<file path="src/rtl/pipeline_hazard_ctrl.sv">
// Stall/flush sequencer for the 5-stage pipeline: memory-wait freezes,
// load-use/RAW stalls, taken-branch flushes and a saturating lost-cycle counter.
module pipeline_hazard_ctrl #(
  parameter int MEM_LATENCY = 4,
  parameter bit FWD_EN      = 1'b1
) (
  input  logic        clk,
  input  logic        rst,
  input  logic [4:0]  src1,
  input  logic [4:0]  src2,
  input  logic        two_src,
  input  logic [4:0]  EXE_Dest,
  input  logic        EXE_WB_EN,
  input  logic        EXE_MEM_R_EN,
  input  logic [4:0]  MEM_Dest,
  input  logic        MEM_WB_EN,
  input  logic        MEM_R_EN,
  input  logic        MEM_W_EN,
  input  logic        Br_taken,
  output logic        freeze_pc,
  output logic        freeze_if_id,
  output logic        flush_if_id,
  output logic        bubble_id_ex,
  output logic        freeze_id_ex,
  output logic        freeze_ex_mem,
  output logic        freeze_mem_wb,
  output logic        busy,
  output logic [31:0] stall_cycles
);

  typedef enum logic {IDLE, MEM_WAIT} state_e;

  localparam logic [3:0] CNT_INIT = (MEM_LATENCY > 1) ? 4'(MEM_LATENCY - 2) : 4'd0;
  localparam bit         MULTI    = (MEM_LATENCY > 1);

  state_e      state_q, state_d;
  logic [3:0]  cnt_q, cnt_d;
  logic [31:0] stall_q;

  logic mem_req, hit_exe, hit_mem, lu, raw;

  assign mem_req = MEM_R_EN | MEM_W_EN;
  assign hit_exe = (EXE_Dest != 5'd0) &&
                   ((EXE_Dest == src1) || (two_src && (EXE_Dest == src2)));
  assign hit_mem = (MEM_Dest != 5'd0) &&
                   ((MEM_Dest == src1) || (two_src && (MEM_Dest == src2)));
  assign lu      = EXE_MEM_R_EN & EXE_WB_EN & hit_exe;
  assign raw     = FWD_EN ? lu : (lu | (EXE_WB_EN & hit_exe) | (MEM_WB_EN & hit_mem));

  always_comb begin
    state_d       = state_q;
    cnt_d         = cnt_q;
    freeze_pc     = 1'b0;
    freeze_if_id  = 1'b0;
    flush_if_id   = 1'b0;
    bubble_id_ex  = 1'b0;
    freeze_id_ex  = 1'b0;
    freeze_ex_mem = 1'b0;
    freeze_mem_wb = 1'b0;
    busy          = 1'b0;
    if (!rst) begin
      // The release cycle of MEM_WAIT ignores mem_req and falls through to the
      // branch/raw rules so a held branch is acted on there.
      if (state_q == IDLE && MULTI && mem_req) begin
        {freeze_pc, freeze_if_id, freeze_id_ex, freeze_ex_mem, freeze_mem_wb} = '1;
        state_d = MEM_WAIT;
        cnt_d   = CNT_INIT;
      end else if (state_q == MEM_WAIT && cnt_q != 4'd0) begin
        {freeze_pc, freeze_if_id, freeze_id_ex, freeze_ex_mem, freeze_mem_wb} = '1;
        cnt_d = cnt_q - 4'd1;
      end else begin
        state_d = IDLE;
        if (Br_taken) begin
          flush_if_id  = 1'b1;
          bubble_id_ex = 1'b1;
        end else if (raw) begin
          freeze_pc    = 1'b1;
          freeze_if_id = 1'b1;
          bubble_id_ex = 1'b1;
        end
      end
      busy = (state_q == MEM_WAIT);
    end
  end

  always_ff @(posedge clk) begin
    if (rst) begin
      state_q <= IDLE;
      cnt_q   <= 4'd0;
      stall_q <= 32'd0;
    end else begin
      state_q <= state_d;
      cnt_q   <= cnt_d;
      if ((freeze_pc | flush_if_id) && (stall_q != 32'hFFFF_FFFF))
        stall_q <= stall_q + 32'd1;
    end
  end

  assign stall_cycles = stall_q;

endmodule

</file>
<file path="config.mk">
export PLATFORM = sky130hd
export DESIGN_NAME = pipeline_hazard_ctrl
export DESIGN_NICKNAME = d
export VERILOG_FILES = /design/src/rtl/pipeline_hazard_ctrl.sv
export SDC_FILE = /design/constraint.sdc
export NUM_CORES = 1
export LEC_CHECK = 0
export CAP_MARGIN = 20
export CORE_UTILIZATION = 30
export CTS_CLUSTER_DIAMETER = 150
export DETAILED_ROUTE_END_ITERATION = 16
export PLACE_DENSITY = 0.67
export SETUP_SLACK_MARGIN = 0.3
export SYNTH_ARGS = -nofsm -noshare
export SYNTH_HDL_FRONTEND = slang
export SYNTH_SLANG_ARGS = --single-unit
</file>
<file path="constraint.sdc">
create_clock -name clk -period 3.3 [get_ports clk]
set_input_delay 0.33 -clock clk [delete_from_list [all_inputs] [get_ports clk]]
set_output_delay 0.33 -clock clk [all_outputs]
set_load 0.02 [all_outputs]
</file>
==> results of run 1 <==
## cells in the mapped netlist (4+ instances only)
| master | n | area share |
|---|---|---|
| dfxtp_1 | 37 | 0.36 |
| buf_2 | 5 | 0.012 |
| or3_1 | 13 | 0.039 |
| nand2_1 | 15 | 0.027 |
| clkbuf_1 | 4 | 0.0072 |
| o21ai_0 | 10 | 0.024 |
| or4_1 | 9 | 0.032 |
| o31ai_1 | 11 | 0.040 |
| nor2_1 | 21 | 0.038 |
| nor3_1 | 7 | 0.017 |
| inv_1 | 9 | 0.016 |
| xor2_1 | 11 | 0.046 |
| xnor2_1 | 6 | 0.025 |
| nand3_1 | 14 | 0.034 |
| nand4_1 | 8 | 0.024 |
| nor4_1 | 8 | 0.024 |
| a21oi_1 | 19 | 0.046 |
| and3_1 | 5 | 0.015 |
## state kept, by name, indices dropped and copies added, names as in the netlist
signal / flops
stall_cycles: 32
state_q: 1
cnt_q: 4
## routing by layer
layer | vias up | GRT usage | part of all wire
met5 | - | 0 | 0
met4 | 0 | 0.03788 | 0.0081
met1 | 951 | 0.1866 | 0.46
li1 | 1067 | - | -
met3 | 6 | 0.05253 | 0.080
met2 | 72 | 0.2412 | 0.45
## worst max-delay path, stage by stage (launching register included)
cell,delay (ps)
dfxtp_1,370
inv_1,60
ha_1,200
nor3b_1,160
nor2b_2,280
nor2_1,90
nor2_1,230
a41o_1,170
clkdlybuf4s50_1,610
## final cells by class
class	count	area, sq um	share of cell area
Clock buffer	7	96.34	0.03392
Clock inverter	1	5.005	0.001762
Inverter	9	33.78	0.01189
Multi-Input combinational cell	195	1232	0.4339
Sequential cell	37	740.7	0.2608
Tap cell	77	96.34	0.03392
Timing Repair Buffer	64	635.6	0.2238
## logic make-up after synthesis
group                    Yosys count
adder cells (fa/ha/maj)            2
AND/OR/NAND/NOR                  115
AO/OA/AOI/OAI                     57
XOR/XNOR                          17
flip-flops                        37
multiplexers                       4
buffers and inverters             23
## final timing paths
check                   startpoint               end
setup reg to reg          cnt_q[0]  stall_cycles[27]
setup / recovery          cnt_q[0]      freeze_if_id
hold reg to reg   stall_cycles[17]  stall_cycles[17]
hold / removal    stall_cycles[17]  stall_cycles[17]
## timing repair
item | in CTS | in global routing
endpoints found under the setup margin | 0 | 2
hold buffers | 0 | 0
setup buffers | 0 | 0
resized for setup | 0 | 1
## power groups by stage
stage / Clock [mW] / Combinational [mW] / Sequential (mW)
after floorplan: 0 / 0.0897 / 0.477
after global placement: 0 / 0.155 / 0.475
after detailed placement: 0 / 0.156 / 0.475
after CTS: 0.362 / 0.157 / 0.465
after global routing: 0.386 / 0.171 / 0.466
final: 0.354 / 0.156 / 0.465
==> impl_metrics.toml, run 1 <==
[global_routing]
globalRouteOverflowTotal = 0
grt.total_usage = 0.1480
grt_pass1_wl_um = 8742
grt_max_degree = 41
grt_pass1_vias = 1926
antenna_found_initial = 0

[setup_path]
crit_fanout = 8
r2r_cells = 9
crit_path_start_kind = "flip-flop"
crit_arrival_ps = 2470
worstPathRequired_ps = 2970
crit_type = "flip-flop to output pin"
setup.worst_path.end_class = "output pin"
r2r_slack_ps = 680

[placement]
place_ws_ps = 354.0
dp_cells = 382
gp_congestion = 0.7901
place_hpwl_um = 3732
place_area_sq_um = 2736
io_buffer_count = 62

[power]
power.switching_uw = 258.2
netSwitchingFraction = 0.2649
p_total_uw = 974.7
clkPwrFrac = 0.363
ir_drop_mv = 0.1770
p_int_uw = 716.5
sequentialPowerShare = 0.477
cellPowerDensity_nw_per_um2 = 343.2
pwr-share-comb = 0.160
leakage_nw = 0.8863

[finish]
n_fill_cell = 688
final_common_cell = "clkdlybuf4s50_1"
final_cell_mix = "clkdlybuf4s50_1 (62), dfxtp_1 (37), nor2_1 (21)"
fin_cells = 390
areaGrowthSynthToFinish_pct = 36.42
drive_above_1_share = 0.06070
nNetsFinal = 343
fin_util = 0.4349
final_area_sq_um = 2840
antenna-diode-count = 0

[cts]
clkTransAtPathRegs_ps = 70
cts.sinks = 37
cts_buffer_depth = 2
cts-root-buf = "clkbuf_8"
insertion_delay_ps = 300
cts_max_level = 2
cts_tree = "built"
cts_made_buffers = 5

[drt]
ant_nets = 0
drc_errors = 0
first_pass_iters = 4
avgRoutedWirePerCell_um = 13.24
viasPerCell = 5.374
routed_wl_um = 5162
vias = 2096
drt_iter0_drc = 130

[synthesis]
synth_cell_type_count = 48
synth_top_family_by_area = "simple AND/OR/NAND/NOR gates"
synth_top_flop_cell = "dfxtp_1"
syn_inst = 255
synth_compound_area_frac = 0.1767
synth_area_sq_um = 2082
ys_ff_latch = 37
synth.avg_cell_area_sq_um = 8.165
synth-edff-count = 0
synth_fa_ha_area_frac = 0.01202
ys_async_sr_fraction = 0
yosysSeqAreaShare = 0.3558
synth_xor_area_frac = 0.07151
synth_simple_gate_area_frac = 0.3101
synth.mux.area_fraction = 0.02043
yosysWarnings = 0
synthesis.nets = 286

[die]
die_h_um = 85.31
core_area_sq_um = 6531
die_area_sq_um = 7277
initial_utilization = 0.3188
io_pins = 69
num_rows = 29
die_w_um = 85.31

[status]
status = "complete, no violations"

[sta]
fin_crit_sh = 0.8476
fin_skew_ps = 12.93
hold_viol_final = 0
worstMarginPinSlew_ps = 624.5
fmax_mhz = 357.5
whs_ps = 516.7
setup-violations-final = 0
worst_slack_ps = 503.1
rsz0062_at_grt = "false"
maxSlewViolCount = 0
period_needed_ps = 2797
relSlewSlack = 0.5837
setup_tns_ps = 0

[hold_path]
min_path_type = "flip-flop to flip-flop"
worst_hold_path.num_cells = 2

[job]
maxCapViolCount = 0
(Power assumes the default switching activity.)
==> run 2: changes to the inputs <==
Settings changed: PLACE_DENSITY 0.67 to 0.69.
Clock period 3.3 ns to 2.35 ns, I/O delays scaled along.
==> run 2 against run 1 <==
- worst hold slack worse by 21 ps
- die area stayed put
- first-iteration DRC count is 41% higher
- sequential power is 39% higher
- via count is 12% higher
- count of clock-buffer cells in the layout stayed put
- wire length is 24% higher
- critical path depth is 1 higher
- clock power is 44% higher
- utilization is 9.0 points higher
- largest cell class unchanged
- largest power group unchanged
==> impl_metrics.toml, run 2 (synthesis results as in run 1) <==
[placement]
dp_cells = 404
place_hpwl_um = 4174
io_buffer_count = 62
gp_congestion = 0.7936

[cts]
cts_max_level = 2
clkTransAtPathRegs_ps = 80
insertion_delay_ps = 300
cts_tree = "built"
cts-root-buf = "clkbuf_8"
cts.sinks = 37
postCtsHoldBufs = 0
cts_buffer_depth = 2
cts_made_buffers = 5

[sta]
worstMarginPinSlew_ps = 766.3
fin_crit_sh = 0.9446
relSlewSlack = 0.4837
fmax_mhz = 450.5
whs_ps = 495.9
rsz0062_at_grt = "true"
fin_skew_ps = 6.077
period_needed_ps = 2220
maxSlewViolCount = 0
setup_tns_ps = 0
hold_viol_final = 0
setup-violations-final = 0

[setup_path]
crit_arrival_ps = 2450
worstPathRequired_ps = 2590
r2r_slack_ps = 130
setup.worst_path.end_class = "flip-flop"
r2r_cells = 9
crit_type = "flip-flop to flip-flop"
worstReg2RegStart = "cnt_q[0]"
crit_fanout = 8
crit_path_start_kind = "flip-flop"
r2r-end = "stall_cycles[21]"

[die]
die_w_um = 85.31
num_rows = 29
core_area_sq_um = 6531
io_pins = 69
initial_utilization = 0.3188
die_area_sq_um = 7277
die_h_um = 85.31

[finish]
final_cell_mix = "clkdlybuf4s50_1 (51), buf_4 (32), dfxtp_1 (23)"
drive_above_1_share = 0.3210
nNetsFinal = 382
largest_reg_flops = 32
fin_util = 0.5245
areaGrowthSynthToFinish_pct = 64.54
antenna-diode-count = 0
final_common_cell = "clkdlybuf4s50_1"
fin_cells = 429

[power]
ir_drop_mv = 0.2342
cellPowerDensity_nw_per_um2 = 434.3
leakage_nw = 1.164
p_total_mw = 1.488

[global_routing]
antenna_found_initial = 0
grt_pass1_vias = 2233
grt_pass1_wl_um = 10310
globalRouteOverflowTotal = 0
grt.total_usage = 0.1755
grt_max_degree = 32

[drt]
drc_errors = 0
drt_iter0_drc = 183
vias = 2341
ant_nets = 0
avgRoutedWirePerCell_um = 14.96
first_pass_iters = 4
routed_wl_um = 6417
viasPerCell = 5.457

[hold_path]
worst_hold_path.num_cells = 1
min_to = "stall_cycles[6]"
min_path_type = "flip-flop to flip-flop"
hold_start = "stall_cycles[6]"

[job]
maxCapViolCount = 0

[status]
status = "complete, no violations"
run 2: cell count changes in the layout (fill, tap and decap cells not counted), sizes merged:
| cell | previous run | this run |
|---|---|---|
| or4 | 11 | 12 |
| clkdlybuf4s50 | 62 | 51 |
| or3 | 13 | 15 |
| dlygate4sd2 | 0 | 4 |
| clkbuf | 7 | 11 |
| buf | 2 | 41 |
run 2: per-layer routing:
metal  track usage  part of all wire  up-vias
li1              -                 -     1157
met1        0.2168              0.44     1101
met2        0.2955              0.47       74
met3       0.04961             0.067        9
met4       0.05606             0.015        0
met5             0                 0        -
run 2: how the worst max path moves through the flow:
stage | endpoint | slack (ps) | start
after detailed placement | stall_cycles[23] | -290 | EXE_Dest[4]
after global placement | stall_cycles[21] | -220 | EXE_Dest[4]
after floorplan | stall_cycles[31] | 130 | stall_cycles[2]
after CTS | stall_cycles[28] | 130 | cnt_q[0]
final | stall_cycles[21] | 130 | cnt_q[0]
after global routing | stall_cycles[28] | 40 | cnt_q[0]
run 2: power breakdown:
group          switching (mW)  total [mW]  internal [mW]  leakage, nW
Combinational           0.163       0.330          0.167        0.801
Sequential             0.0179       0.648          0.630        0.309
Clock                   0.244       0.510          0.265       0.0542
Total                   0.425        1.49           1.06         1.16
run 2: area by class of cell:
class,count,area (sq um)
inverters,9,33.78
clock buffers,7,96.34
multi-input cells,198,1510
well taps,77,96.34
clock inverters,1,5.005
fillers,608,3105
flip-flops and latches,37,783.3
repair buffers,100,900.9
run 2: critical path, stage by stage (launching register included):
cell      delay (ps)
dfxtp_2          340
inv_2             40
ha_4             150
nor3b_4          150
a31oi_4          180
buf_4            140
a221oi_4          50
or3_4            460
or4_1            500
a21oi_2          140
run 2: through the flow:
stage	worst slack, ps	cell area, sq um
after floorplan	131.9	2247
after global placement	-223.2	3048
after detailed placement	-286.5	3048
after CTS	125.7	3323
after global routing	38.92	3426
final	130.3	3426
run 2: repair_timing:
action,in CTS,in global routing
gates cloned,3,0
pin swaps,22,9
endpoints found under the setup margin,33,39
resized for setup,38,35
setup buffers,9,5
==> run 3: changes to the inputs <==
--- a/config.mk
+++ b/config.mk
@@ -11,2 +11,3 @@
 export DETAILED_ROUTE_END_ITERATION = 16
+export GPL_TIMING_DRIVEN = 0
 export PLACE_DENSITY = 0.69
--- a/constraint.sdc
+++ b/constraint.sdc
@@ -3,2 +3,2 @@
 set_output_delay 0.235 -clock clk [all_outputs]
-set_load 0.02 [all_outputs]
+set_load 0.1 [all_outputs]
==> run 3 against run 2 <==
- total power rose by 11%
- count of clock-buffer cells in the layout decreased by 1
- final cell count grew 1.9%
- sequential share of layout area shrank 1.3 points
- wire length rose by 11%
- worst setup slack got worse by 75 ps
- maximum frequency shrank 3.3%
- register-to-register slack got worse by 70 ps
- via count rose by 2.2%
- highest routed layer unchanged
==> impl_metrics.toml, run 3 (synthesis results as in run 1) <==
[status]
status = "complete, no violations"

[global_routing]
grt_pass1_vias = 2301
globalRouteOverflowTotal = 0
antenna_found_initial = 0
grt_max_degree = 12
grt.total_usage = 0.1935
grt_pass1_wl_um = 11190

[die]
die_area_sq_um = 7277
core_area_sq_um = 6531
io_pins = 69
initial_utilization = 0.3188
num_rows = 29
die_h_um = 85.31
die_w_um = 85.31

[finish]
drive_above_1_share = 0.4417
areaGrowthSynthToFinish_pct = 86.12
largest_reg_flops = 32
antenna-diode-count = 0
final_area_sq_um = 3875
final_cell_mix = "buf_4 (28), dlygate4sd2_1 (23), dfxtp_4 (21)"
nNetsFinal = 390
final_common_cell = "buf_4"

[cts]
cts_made_buffers = 5
cts-root-buf = "clkbuf_8"
insertion_delay_ps = 300
cts_buffer_depth = 2
cts.sinks = 37
clkTransAtPathRegs_ps = 80
cts_tree = "built"
cts_max_level = 2
postCtsHoldBufs = 0

[hold_path]
hold_start = "rst"
worst_hold_path.num_cells = 3
min_to = "stall_cycles[25]"
min_path_type = "input port to flip-flop"

[sta]
setup_tns_ps = 0
setup-violations-final = 0
maxSlewViolCount = 0
fin_skew_ps = 10.01
relSlewSlack = 0.3501
fmax_mhz = 435.8
fin_crit_sh = 0.9763
worstMarginPinSlew_ps = 973.3
hold_viol_final = 0
rsz0062_at_grt = "true"
period_needed_ps = 2294

[placement]
place_hpwl_um = 4466
gp_congestion = 0.8362
io_buffer_count = 62
place_area_sq_um = 3073

[setup_path]
setup.worst_path.end_class = "flip-flop"
crit_path_start_kind = "flip-flop"
r2r-end = "stall_cycles[11]"
worstPathRequired_ps = 2580
r2r_cells = 9
worstReg2RegStart = "cnt_q[0]"
crit_arrival_ps = 2520
startpoint = "cnt_q[0]"
crit_fanout = 6
r2r_slack_ps = 60
crit_type = "flip-flop to flip-flop"

[power]
ir_drop_mv = 0.2306
p_int_mw = 1.087
pwr-share-comb = 0.329
clkPwrFrac = 0.287
leakage_nw = 1.639
cellPowerDensity_nw_per_um2 = 426.7
sequentialPowerShare = 0.384
netSwitchingFraction = 0.3425
power.switching_uw = 566.3

[drt]
vias = 2392
ant_nets = 0
drt_iter0_drc = 156
avgRoutedWirePerCell_um = 16.30
first_pass_iters = 4
drc_errors = 0
routed_wl_um = 7123
viasPerCell = 5.474

[job]
maxCapViolCount = 0
## run 3: per-layer routing
layer | global-route usage | vias to the layer above | share of wire
li1 | - | 1171 | -
met1 | 0.2323 | 1123 | 0.42
met2 | 0.3321 | 88 | 0.50
met3 | 0.05350 | 10 | 0.064
met4 | 0.06818 | 0 | 0.016
met5 | 0 | - | 0
## run 3: stage by stage
| stage | utilization | hold slack [ps] | cells | worst slack [ps] | total power [mW] |
|---|---|---|---|---|---|
| CTS | 0.5423 | 511.0 | 427 | 91.07 | 1.584 |
| global placement | 0.4705 | 468.3 | 394 | -1110 | 1.039 |
| detailed placement | 0.4705 | 471.7 | 394 | -1140 | 1.042 |
| floorplan | - | 402.2 | 255 | -96.26 | 0.9277 |
| finish | 0.5933 | 445.4 | 437 | 55.59 | 1.653 |
| global route | 0.5933 | 469.9 | 437 | 3.308 | 1.710 |
## run 3: worst max-delay path by stage
stage / slack (ps) / depth (start not counted) / end
3_5_place_dp: -1140 / 6 / bubble_id_ex
5_1_grt: 3 / 10 / stall_cycles[19]
2_1_floorplan: -100 / 7 / stall_cycles[31]
3_3_place_gp: -1110 / 6 / bubble_id_ex
6_report: 60 / 9 / stall_cycles[11]
4_1_cts: 90 / 9 / stall_cycles[21]
## run 3: final cells by class
type	count	area, sq um
clock buffers	6	82.58
plain buffers	14	165.2
clock inverters	2	8.758
multi-input cells	195	1660
well taps	77	96.34
repair buffers	97	993.5
flip-flops and latches	37	834.6
inverters	9	33.78
fillers	541	2656
## run 3: power groups by stage
stage / sequential [mW] / combinational, mW / clock (mW)
floorplan: 0.684 / 0.244 / 0
global placement: 0.651 / 0.388 / 0
detailed placement: 0.651 / 0.392 / 0
CTS: 0.634 / 0.471 / 0.479
global route: 0.637 / 0.570 / 0.503
finish: 0.635 / 0.544 / 0.475
## run 3: worst max-delay path, cell delays in order, from the launching register on
cell	delay, ps
dfxtp_2	350
inv_2	50
ha_4	150
nor3b_4	150
a31oi_4	260
o21ai_4	100
or3_4	420
buf_6	160
or4_4	430
a21oi_2	150
## run 3: timing repair
| item | in CTS | in global routing |
|---|---|---|
| endpoints found under the setup margin | 56 | 49 |
| setup buffers | 23 | 9 |
| pin swaps | 23 | 15 |
| cloned | 2 | 1 |
| resized for setup | 120 | 62 |
